$ cat config.mk
export PLATFORM = sky130hd
export DESIGN_NAME = writeback_unit_flat
export DESIGN_NICKNAME = d
export VERILOG_FILES = /design/src/rtl/rv_wb_pkg.sv /design/src/rtl/writeback_unit_if.sv /design/src/rtl/wb_mem_fifo.sv /design/src/rtl/writeback_unit.sv /design/src/flat_wrapper.sv
export SDC_FILE = /design/constraint.sdc
export NUM_CORES = 1
export LEC_CHECK = 0
export CORE_MARGIN = 5
export CORE_UTILIZATION = 50
export CTS_CLUSTER_DIAMETER = 80
export DETAILED_ROUTE_END_ITERATION = 16
export MAX_ROUTING_LAYER = met4
export PLACE_DENSITY = 0.81
export SYNTH_ARGS = -nofsm -noshare
export SYNTH_HDL_FRONTEND = slang
export SYNTH_SLANG_ARGS = --single-unit
$ cat constraint.sdc
create_clock -name CLK -period 4.95 [get_ports CLK]
set_input_delay 0.99 -clock CLK [delete_from_list [all_inputs] [get_ports CLK]]
set_output_delay 0.99 -clock CLK [all_outputs]
set_load 0.02 [all_outputs]
$ cat src/rtl/rv_wb_pkg.sv
// Shared types and sizes for the register-file write-back path.
package rv_wb_pkg;
    localparam int XLEN       = 64;
    localparam int NREG       = 32;
    localparam int REG_ADDR_W = 5;

    typedef struct packed {
        logic                  v;
        logic [REG_ADDR_W-1:0] dr;
        logic [XLEN-1:0]       data;
    } wb_req_t;

    typedef enum logic [1:0] {
        OCC_EMPTY   = 2'd0,
        OCC_PARTIAL = 2'd1,
        OCC_FULL    = 2'd2
    } occ_e;
endpackage

$ cat src/rtl/writeback_unit_if.sv
// Execute/memory/decode-facing signals of writeback_unit; WB_BYPASS_EN adds forwarding taps.
interface writeback_unit_if;
    import rv_wb_pkg::*;

    logic                  ALU_V;
    logic [REG_ADDR_W-1:0] ALU_DR;
    logic [XLEN-1:0]       ALU_DATA;
    logic                  MEM_V;
    logic [REG_ADDR_W-1:0] MEM_DR;
    logic [XLEN-1:0]       MEM_DATA;
    // MEM_V/MEM_RDY: a result transfers on a cycle where both are 1; MEM_V holds until then. ALU_V has no ready.
    logic                  MEM_RDY;
    logic                  ISSUE_V;
    logic [REG_ADDR_W-1:0] ISSUE_DR;
    logic [REG_ADDR_W-1:0] DR;
    logic [XLEN-1:0]       WB_DATA;
    logic                  ST_REG;
    logic [NREG-1:0]       BUSY;
`ifdef WB_BYPASS_EN
    logic [REG_ADDR_W-1:0] SR1;
    logic [REG_ADDR_W-1:0] SR2;
    logic                  FWD1_V;
    logic                  FWD2_V;
    logic [XLEN-1:0]       FWD1_DATA;
    logic [XLEN-1:0]       FWD2_DATA;
`endif

    modport master (
        output ALU_V, ALU_DR, ALU_DATA, MEM_V, MEM_DR, MEM_DATA, ISSUE_V, ISSUE_DR,
        input  MEM_RDY, DR, WB_DATA, ST_REG, BUSY
`ifdef WB_BYPASS_EN
        , output SR1, SR2,
        input  FWD1_V, FWD2_V, FWD1_DATA, FWD2_DATA
`endif
    );

    modport slave (
        input  ALU_V, ALU_DR, ALU_DATA, MEM_V, MEM_DR, MEM_DATA, ISSUE_V, ISSUE_DR,
        output MEM_RDY, DR, WB_DATA, ST_REG, BUSY
`ifdef WB_BYPASS_EN
        , input SR1, SR2,
        output FWD1_V, FWD2_V, FWD1_DATA, FWD2_DATA
`endif
    );
endinterface

$ cat src/rtl/wb_mem_fifo.sv
// Memory-result queue: count-based occupancy FSM, registered ready output.
module wb_mem_fifo
    import rv_wb_pkg::*;
#(
    parameter int DEPTH = 2
) (
    input  logic    CLK,
    input  logic    reset_n,
    input  logic    enq,
    input  wb_req_t wr_req,
    input  logic    deq,
    output wb_req_t head,
    output logic    empty,
    output logic    rdy,
    output occ_e    occ
);
    localparam int PW = $clog2(DEPTH);
    localparam int CW = $clog2(DEPTH + 1);

    wb_req_t       mem [DEPTH];
    logic [PW-1:0] wr_ptr, rd_ptr;
    logic [CW-1:0] count, count_next;
    occ_e          occ_next;

    always_comb begin
        count_next = count;
        if (enq && !deq)
            count_next = count + CW'(1);
        else if (deq && !enq)
            count_next = count - CW'(1);
        if (count_next == '0)
            occ_next = OCC_EMPTY;
        else if (count_next == CW'(DEPTH))
            occ_next = OCC_FULL;
        else
            occ_next = OCC_PARTIAL;
    end

    // rdy resets low and rises on the first edge after release.
    always_ff @(posedge CLK or negedge reset_n) begin
        if (!reset_n) begin
            count  <= '0;
            occ    <= OCC_EMPTY;
            rdy    <= 1'b0;
            wr_ptr <= '0;
            rd_ptr <= '0;
        end else begin
            count <= count_next;
            occ   <= occ_next;
            rdy   <= (occ_next != OCC_FULL);
            if (enq)
                wr_ptr <= wr_ptr + PW'(1);
            if (deq)
                rd_ptr <= rd_ptr + PW'(1);
        end
    end

    always_ff @(posedge CLK) begin
        if (enq)
            mem[wr_ptr] <= wr_req;
    end

    assign head  = mem[rd_ptr];
    assign empty = (occ == OCC_EMPTY);
endmodule

$ cat src/rtl/writeback_unit.sv
// Register-file write-port arbiter (ALU > queued MEM > direct MEM) with pending-write scoreboard.
// Optional WB_BYPASS_EN adds combinational forwarding of the in-flight write.
module writeback_unit
    import rv_wb_pkg::*;
#(
    parameter int MEMQ_DEPTH = 2
) (
    input  logic             CLK,
    input  logic             reset_n,
    writeback_unit_if.slave  wb,
    output occ_e             dbg_occ
);
    wb_req_t               head, sel, mem_req;
    logic                  q_empty, q_rdy, mem_acc, enq, deq;
    logic [REG_ADDR_W-1:0] dr_q;
    logic [XLEN-1:0]       data_q;
    logic                  st_q;
    logic [NREG-1:0]       busy_q, busy_next;

    assign mem_acc = wb.MEM_V && q_rdy;
    assign mem_req = {1'b1, wb.MEM_DR, wb.MEM_DATA};

    always_comb begin
        sel = '0;
        deq = 1'b0;
        if (wb.ALU_V)
            sel = {1'b1, wb.ALU_DR, wb.ALU_DATA};
        else if (!q_empty) begin
            sel = head;
            deq = 1'b1;
        end else if (mem_acc)
            sel = mem_req;
        // Anything accepted that could not take the port this cycle waits in the queue.
        enq = mem_acc && (wb.ALU_V || !q_empty);
    end

    wb_mem_fifo #(.DEPTH(MEMQ_DEPTH)) u_fifo (
        .CLK     (CLK),
        .reset_n (reset_n),
        .enq     (enq),
        .wr_req  (mem_req),
        .deq     (deq),
        .head    (head),
        .empty   (q_empty),
        .rdy     (q_rdy),
        .occ     (dbg_occ)
    );

    // Writes to r0 still consume the slot but never strobe the register file.
    always_ff @(posedge CLK or negedge reset_n) begin
        if (!reset_n) begin
            dr_q   <= '0;
            data_q <= '0;
            st_q   <= 1'b0;
        end else if (sel.v) begin
            dr_q   <= sel.dr;
            data_q <= sel.data;
            st_q   <= (sel.dr != '0);
        end else begin
            st_q   <= 1'b0;
        end
    end

    always_comb begin
        busy_next = busy_q;
        if (st_q)
            busy_next[dr_q] = 1'b0;
        if (wb.ISSUE_V && wb.ISSUE_DR != '0)
            busy_next[wb.ISSUE_DR] = 1'b1;
        busy_next[0] = 1'b0;
    end

    always_ff @(posedge CLK or negedge reset_n) begin
        if (!reset_n)
            busy_q <= '0;
        else
            busy_q <= busy_next;
    end

    assign wb.MEM_RDY = q_rdy;
    assign wb.DR      = dr_q;
    assign wb.WB_DATA = data_q;
    assign wb.ST_REG  = st_q;
    assign wb.BUSY    = busy_q;

`ifdef WB_BYPASS_EN
    assign wb.FWD1_V    = st_q && (dr_q == wb.SR1) && (wb.SR1 != '0);
    assign wb.FWD2_V    = st_q && (dr_q == wb.SR2) && (wb.SR2 != '0);
    assign wb.FWD1_DATA = data_q;
    assign wb.FWD2_DATA = data_q;
`endif
endmodule

$ cat src/flat_wrapper.sv
// flat-port wrapper written by rule: the top's interface ports become plain ports
module writeback_unit_flat import rv_wb_pkg::*;
#(
    parameter int MEMQ_DEPTH = 2
)
  (CLK, reset_n, dbg_occ, wb_ALU_V, wb_ALU_DR, wb_ALU_DATA, wb_MEM_V, wb_MEM_DR, wb_MEM_DATA, wb_ISSUE_V, wb_ISSUE_DR, wb_MEM_RDY, wb_DR, wb_WB_DATA, wb_ST_REG, wb_BUSY);
  writeback_unit_if wb_i ();
  input  logic CLK;
  input  logic reset_n;
  output occ_e dbg_occ;
  input wire logic [$bits(wb_i.ALU_V)-1:0] wb_ALU_V;
  input wire logic [$bits(wb_i.ALU_DR)-1:0] wb_ALU_DR;
  input wire logic [$bits(wb_i.ALU_DATA)-1:0] wb_ALU_DATA;
  input wire logic [$bits(wb_i.MEM_V)-1:0] wb_MEM_V;
  input wire logic [$bits(wb_i.MEM_DR)-1:0] wb_MEM_DR;
  input wire logic [$bits(wb_i.MEM_DATA)-1:0] wb_MEM_DATA;
  input wire logic [$bits(wb_i.ISSUE_V)-1:0] wb_ISSUE_V;
  input wire logic [$bits(wb_i.ISSUE_DR)-1:0] wb_ISSUE_DR;
  output wire logic [$bits(wb_i.MEM_RDY)-1:0] wb_MEM_RDY;
  output wire logic [$bits(wb_i.DR)-1:0] wb_DR;
  output wire logic [$bits(wb_i.WB_DATA)-1:0] wb_WB_DATA;
  output wire logic [$bits(wb_i.ST_REG)-1:0] wb_ST_REG;
  output wire logic [$bits(wb_i.BUSY)-1:0] wb_BUSY;
  assign wb_i.ALU_V = wb_ALU_V;
  assign wb_i.ALU_DR = wb_ALU_DR;
  assign wb_i.ALU_DATA = wb_ALU_DATA;
  assign wb_i.MEM_V = wb_MEM_V;
  assign wb_i.MEM_DR = wb_MEM_DR;
  assign wb_i.MEM_DATA = wb_MEM_DATA;
  assign wb_i.ISSUE_V = wb_ISSUE_V;
  assign wb_i.ISSUE_DR = wb_ISSUE_DR;
  assign wb_MEM_RDY = wb_i.MEM_RDY;
  assign wb_DR = wb_i.DR;
  assign wb_WB_DATA = wb_i.WB_DATA;
  assign wb_ST_REG = wb_i.ST_REG;
  assign wb_BUSY = wb_i.BUSY;
  writeback_unit #(.MEMQ_DEPTH(MEMQ_DEPTH)) u_core (.CLK(CLK), .reset_n(reset_n), .wb(wb_i), .dbg_occ(dbg_occ));
endmodule
Yosys cells after proc, flatten, opt, wreduce, memory -nomap -nowiden:

Memory sizes are Yosys's and may differ from the RTL's.
Cells that the tools add are included.

* logic and storage cells: 56
* bits in writable memories: 138
* register bits after elaboration: 108
* input bits: 148
* memories: 1
* output and inout bits: 105

* equal/unequal tests: 2
* $add $sub $neg: 4
* multiplexer cells: 18
* bitwise gates (word level): 3
* order comparisons: 4
* reduce and logical (&&, ||, !) cells: 15

Memories
* u_core.u_fifo.mem: words 2, width 69, rd ports 1, clocked after Yosys merged registers in 0, write ports 1, line wb_mem_fifo.sv:20 `wb_req_t mem [DEPTH];`

Operators with widths (number)
* $mux 70: 3
* $mux 32: 2
* $and 32x32->32: 1
* $not 32->32: 1
* $or 32x32->32: 1
* $lt 5x6->1 const B: 2
* $demux 1 s5: 2
* $ge 5x1->1 const B: 2
* $reduce_bool 5->1: 2
* $mux 2: 4
* $logic_and 1x1->1: 7
* $mux 1: 7
* $logic_not 2->1: 2
* $logic_not 1->1: 3
* $add 1x1->1 const B: 2
* $add 2x1->2 const B: 1
* $eq 2x2->1 const B: 1
* $ne 2x2->1 const B: 1
* $sub 2x1->2 const B: 1
* $logic_or 1x1->1: 1

Logic depth before layout (Yosys ltp):

Gate-level depths: netlist (run 1).

* word-level depth: 12
* gate-level depth with buffers: 8
* gate-level depth less buffers: 4

Hierarchy:

Synthesis (run 1) repeated with hierarchy kept, for this count alone.

* cell total of the unflattened synthesis: 696
* area total of the unflattened synthesis: 10231.1 um2

By module, submodules not included
* wb_mem_fifo: area each 5675.4 um2, times used 1, sequential area each 4354.2 um2, cells each 242
* writeback_unit: area each 4555.6 um2, times used 1, sequential area each 2527.4 um2, cells each 454

Least setup slack after synthesis (run 1):

Ideal clock, no wire load.

* path kind: in2reg
* from: input wb_ALU_V
* to: memory u_core.u_fifo.mem[0][0] (netlist name) (enable)
* data arrival time: 4607 ps
* data required time: 4453 ps
* stages on the path: 5
* slack: -154 ps
* setup time: 497 ps
* buffers on the path: 3
* cell sequence: buf_2 > buf_2 > buf_2 > o21ai_0 > nor2_1

* word-level cells in the longest chain between the ends: 4

RTL lines
* start: declaration: line flat_wrapper.sv:11 `input wire logic [$bits(wb_i.ALU_V)-1:0] wb_ALU_V;`
* $logic_or 1x1->1: line writeback_unit.sv:34 `enq = mem_acc && (wb.ALU_V || !q_empty);`
* $logic_and 1x1->1: line writeback_unit.sv:34
* $mux 1: line wb_mem_fifo.sv:59 `if (enq)`
* $mux 1 (not written as such): line wb_mem_fifo.sv:60 `mem[wr_ptr] <= wr_req;`
* end: declaration: line wb_mem_fifo.sv:20

Every way passes these cells.

Final worst setup path (run 1):

* from: register u_core.u_fifo.occ[0]
* to: output dbg_occ[0]

RTL lines
* start: declaration: line wb_mem_fifo.sv:15 `output occ_e occ`
* start signal: assignment: line wb_mem_fifo.sv:49 `occ <= occ_next;`
* end: declaration: line flat_wrapper.sv:10 `output occ_e dbg_occ;`

No word-level cell between the ends.

==> metrics.txt, run 1 <==
crit-path leading delay family=flip-flops; RSZ-0062 raised after global routing=false; CTS root buffer=clkbuf_16; input/output buffers=251; CP Capture Type=output pin; Worst-Skew Late Latency=0.52 ns; number of max-cap violations=0; CTS H-tree depth=1; Worst Path Required=3.96 ns; Hold Crit Endpoint=u_core.wb.WB_DATA[56]$_DFFE_PN0P_; GPL Wtd Cong=0.813; DR pass1 iterations=5; Setup Viol. Count Final=0; cell area power density=568 mW/mm²; nets@finish=1206; Hold Crit Start=u_core.wb.WB_DATA[56]$_DFFE_PN0P_; setup slack at placement=around 1.6 ns; final hold vios=0; Yosys cell types=41; r2r startpoint=u_core.u_fifo.occ[0]$_DFF_PN0_; Die Area=0.0236 mm²; clk sinks=245; synthesized area=0.0103 mm²; Routed wire per std cell=19.7 µm; # hold bufs at CTS=0; status=completed; syn nets=985; Critical Path Source Type=flip-flop; drt drc=0; Die Y=154 µm; row count=52; Worst Hold Path Cells=2; commonest non-fill, non-tap cell in the layout=clkdlybuf4s50_1; Clock Skew=0.0185 ns; FF-to-FF End=u_core.wb.ST_REG$_DFF_PN0_; most frequent cells in the layout=clkdlybuf4s50_1, edfxtp_1, dfrtp_1; Syn Inst Count=837; Cells after DPL=1301; post-synthesis sequential area ratio=0.661; Non-Filler Instances=1351; top_reg_cell synth=edfxtp_1; Longest Clk Path Bufs=3; Max Clk Rate=313 MHz; CP arrival=2.21 ns; Largest stage delay, worst path=0.94 ns; HP Class=flip-flop to flip-flop; initial antenna violation count=3; GRT overflow=0; Max VDD drop=326 µV; async set-reset flop share out of synthesis=0.437; worst r2r path cells=5; Vias=7627; via/cell ratio=5.65; final hold slack=0.478 ns; CTS clk-pin slew, worst paths=0.06 ns; Routed Antenna Nets=0; first-pass GRT wire length=~42 mm; drt total wl=26.6 mm; Starting Density=0.508; 1st-iter DRT viols=491; post-synthesis register bit count=245; Mapped Avg Cell Area=12.3 µm²; Slowest-stage cell, CP=dfrtp_2; clock tree from TritonCTS=done; min setup slack post-route=about 1.8 ns; Die Wd=154 µm; max_slew headroom=0.366; # IOs=253; Core Box Area=0.0203 mm²; CP Buf/Inv Count=1; Post-synth EDFFs=138; postcts setup bufs=0; cts bufs inserted=25; largest net degree at the start of global routing=84; Layout area overhead=33.7%; crit path kind=flip-flop to output pin; Total GRT Usage=0.224; yosys warns=0; crit path cell chain=clkdlybuf4s50_1; share of cells above drive strength 1=0.0641; Slew Viols, Final=0; Tmin final=~3.2 ns; r2r setup slk=2.12 ns; CTS resizes=0; cell leakage power=5.00 nW; Max FO, Critical Path=40; vias in the first global route=7725; Final Cycle Share=0.646; Worst-Margin Slew=0.951 ns; half-perimeter wire length after placement=roughly 17 mm
## worst max-delay path by stage
| stage | cells past startpoint | slack [ns] | to | from |
|---|---|---|---|---|
| final | 1 | 1.75 | dbg_occ[0] | u_core.u_fifo.occ[0]$_DFF_PN0_ |
| after floorplan | 5 | -0.15 | u_core.u_fifo.mem[0][0]$_DFFE_PP_ | wb_ALU_V |
| after global placement | 5 | 1.70 | u_core.u_fifo.mem[1][14]$_DFFE_PP_ | wb_MEM_V |
| after global routing | 1 | 1.67 | dbg_occ[0] | u_core.u_fifo.occ[0]$_DFF_PN0_ |
| after CTS | 1 | 1.74 | dbg_occ[0] | u_core.u_fifo.occ[0]$_DFF_PN0_ |
| after detailed placement | 5 | 1.62 | u_core.u_fifo.mem[1][14]$_DFFE_PP_ | wb_MEM_V |
## per-layer routing
metal,up-vias,wire [µm],global-route usage
met5,-,0,-
met4,0,728,0.0706
met3,49,1890,0.0410
met2,305,13200,0.365
met1,3679,10800,0.290
li1,3594,-,-
## metrics by stage
stage	instance area, µm²	utilization	total power [mW]	setup TNS [ns]
global placement	13000	0.638	5.94	0
finish	13800	0.680	7.84	0
CTS	13800	0.679	7.91	0
floorplan	10300	-	4.78	-21.21
global route	13800	0.679	8.24	0
detailed placement	13000	0.638	6.02	0
## worst register-to-register path, delay by kind of cell (launching register included)
family | cells | cell delay [ns]
flops | 1 | 0.94
simple gates | 3 | 0.84
compound gates | 1 | 0.26
buf+inv | 1 | 0.65
## where the power goes
group	internal, mW	switching, mW
combinational	1.23	1.49
clock	1.09	0.786
sequential	2.79	0.465
total	5.10	2.74
## sequential cells by signal (all words and copies together), names as in the netlist, 2 cells and up
signal / count
u_core.u_fifo.mem: 138
u_core.wb.WB_DATA: 64
u_core.u_fifo.occ: 2
u_core.wb.BUSY: 31
u_core.wb.DR: 5
## layout make-up
type / count / area (µm²)
Sequential cell: 245 / 6830
Fill cell: 1466 / 6500
Multi-Input combinational cell: 523 / 3180
Timing Repair Buffer: 261 / 2610
Clock buffer: 25 / 626
Tap cell: 270 / 338
Clock inverter: 21 / 199
Antenna cell: 4 / 10.0
Inverter: 2 / 7.51
## kinds of logic after synthesis
| group | after synthesis | synth area share |
|---|---|---|
| AOI/OAI and AO/OA | 270 | 0.150 |
| xor gates and xnor gates | 3 | 0.00255 |
| buffers and inverters | 69 | 0.0321 |
| DFF | 245 | 0.661 |
| muxes | 69 | 0.0669 |
| other | 1 | 0.000363 |
| and+or+nand+nor | 180 | 0.0868 |
## synthesized netlist by cell type (all sizes together) (2+ instances only)
| cell type | instances | area [µm²] |
|---|---|---|
| a211oi | 64 | 480 |
| a21o | 5 | 38.8 |
| a21oi | 65 | 325 |
| and2 | 2 | 15.0 |
| and3 | 2 | 18.8 |
| buf | 35 | 204 |
| clkbuf | 32 | 120 |
| dfrtp | 107 | 2680 |
| edfxtp | 138 | 4140 |
| inv | 2 | 7.51 |
| mux2i | 69 | 691 |
| nand2 | 72 | 270 |
| nand2b | 2 | 12.5 |
| nand3 | 4 | 20.0 |
| nand3b | 10 | 75.1 |
| nand4b | 4 | 35.0 |
| nor2 | 9 | 33.8 |
| nor3 | 65 | 337 |
| o211ai | 2 | 15.0 |
| o21ai | 128 | 641 |
| o221ai | 2 | 17.5 |
| o31ai | 2 | 15.0 |
| or3 | 2 | 12.5 |
| or3b | 5 | 43.8 |
| xnor2 | 2 | 17.5 |
(Power assumes the default switching activity.)
==> inputs of run 2 (changes only) <==
clock period = 3.1 ns   (was 4.95 ns; I/O delays follow)
==> run 2 against run 1 <==
Against the previous run:
- sequential cell count did not move
- clock power rose by 63%
- sequential power rose by 56%
- non-clock buffer count rose by 8
- worst setup slack got worse by 1.2 ns
- combinational power rose by 65%
- die area did not move
- largest power group unchanged
==> metrics.txt, run 2 (same netlist as run 1, synthesis figures left out) <==
Slew Viols, Final=0; 1st-iter DRT viols=397; cell area power density=908 mW/mm²; CP arrival=1.90 ns; Die Wd=154 µm; met3 Use GR=0.0422; Worst-Skew Late Latency=0.53 ns; Max Clk Rate=397 MHz; CTS H-tree depth=1; vias in the first global route=7678; most frequent cells in the layout=clkdlybuf4s50_1, edfxtp_1, dfrtp_1; FF-to-FF End=u_core.wb.WB_DATA[10]$_DFFE_PN0P_; Setup TNS Final=0 ns; largest net degree at the start of global routing=77; Routed wire per std cell=19.5 µm; min setup slack post-route=0.582 ns; HP Class=primary input to async pin; row count=between 50 and 60; postcts setup bufs=0; Setup Viol. Count Final=0; crit path kind=flip-flop to output pin; cell leakage power=5.08 nW; Core Box Area=0.0203 mm²; share of cells above drive strength 1=0.0690; worst r2r path cells=5; input/output buffers=about 250; Max VDD drop=425 µV; Starting Density=0.508; met1 Usage GRT=0.287; CTS clk-pin slew, worst paths=~0.060 ns; clock tree from TritonCTS=done; half-perimeter wire length after placement=17.7 mm; Total Power Consumption=12.6 mW; Largest stage delay, worst path=0.71 ns; status=completed; clk sinks=245; CTS root buffer=clkbuf_16; GPL Wtd Cong=0.801; Most Used Layer, Global Route=met2; # IOs=253; Final Cycle Share=0.812; DP Area=0.0130 mm²; Max FO, Critical Path=23; final design utilization=0.685; cts bufs inserted=26; Longest Clk Path Bufs=3; via/cell ratio=~5.6; first-pass GRT wire length=a little over 40 mm; final hold slack=around 0.042 ns; drt total wl=26.4 mm; drt drc=0; Worst-Margin Slew=0.760 ns; # hold bufs at CTS=0; r2r startpoint=u_core.u_fifo.occ[1]$_DFF_PN0_; RSZ-0062 raised after global routing=false; Critical Path Source Type=flip-flop; CP Capture Type=output pin; max_slew headroom=0.488; crit-path leading delay family=buffers and inverters; Slowest-stage cell, CP=clkdlybuf4s50_1; Clock Skew=0.0112 ns; Routed Antenna Nets=0; Total GRT Usage=0.222; r2r setup slk=~0.8 ns; Die Y=154 µm; number of max-cap violations=0; grt met2 use=0.365; CP Buf/Inv Count=1; commonest non-fill, non-tap cell in the layout=clkdlybuf4s50_1; Reg with most FFs=u_core.u_fifo.mem; Vias=~7.6k; GRT overflow=0; n_diodes=0; nets@finish=1215; number of flip-flops in the largest register=138; fin area=approximately 0.014 mm²; Non-Filler Instances=1357; CTS resizes=0; Worst Path Required=2.48 ns; setup slack at placement=between 0.4 and 0.5 ns; Cells after DPL=1309; Die Area=0.0236 mm²; Layout area overhead=34.7%; Tmin final=2.52 ns; initial antenna violation count=0; crit path cell chain=clkdlybuf4s50_1; DR pass1 iterations=5; final hold vios=0
run 2: cell types whose count changed in the layout (fill, tap and decap cells not counted), sizes merged:
| cell | previous run | this run |
|---|---|---|
| diode | 4 | 0 |
| clkbuf | 25 | 28 |
| clkinvlp | 6 | 2 |
| clkinv | 11 | 15 |
| inv | 3 | 2 |
| buf | 12 | 20 |
run 2: cell type report:
class	instances	area [µm²]
Clock buffer	28	668
Tap cell	270	338
Sequential cell	245	6830
Clock inverter	20	188
Multi-Input combinational cell	523	3180
Fill cell	1460	6400
Inverter	2	7.51
Timing Repair Buffer	269	2690
run 2: worst reg2reg max path, stage by stage (launching register included):
cell     delay (ns)
dfrtp_2        0.58
or2_2          0.37
buf_4          0.29
nor3_4         0.23
buf_4          0.49
o21ai_0        0.22
run 2: worst max path at each step:
| stage | start | slack [ns] | cells past startpoint | endpoint |
|---|---|---|---|---|
| after global routing | u_core.u_fifo.occ[1]$_DFF_PN0_ | 0.52 | 1 | dbg_occ[1] |
| after global placement | wb_MEM_V | 0.49 | 5 | u_core.u_fifo.mem[0][14]$_DFFE_PP_ |
| after floorplan | wb_ALU_V | -0.52 | 5 | u_core.u_fifo.mem[0][0]$_DFFE_PP_ |
| final | u_core.u_fifo.occ[1]$_DFF_PN0_ | 0.58 | 1 | dbg_occ[1] |
| after CTS | u_core.u_fifo.occ[1]$_DFF_PN0_ | 0.55 | 1 | dbg_occ[1] |
| after detailed placement | wb_MEM_V | 0.45 | 5 | u_core.u_fifo.mem[0][14]$_DFFE_PP_ |
run 2: where the power goes:
group          internal [mW]  switching (mW)  total [mW]  leakage [nW]
Clock                   1.81            1.24        3.05         0.419
Combinational           2.00            2.50        4.50          2.12
Sequential              4.45           0.614        5.07          2.54
Total                   8.26            4.36        12.6          5.08
run 2: layer usage:
metal  wire length, µm  up-vias
met2             13100      285
met5                 0        -
met3              1770       43
met1             11000     3707
li1                  -     3609
met4               579        0
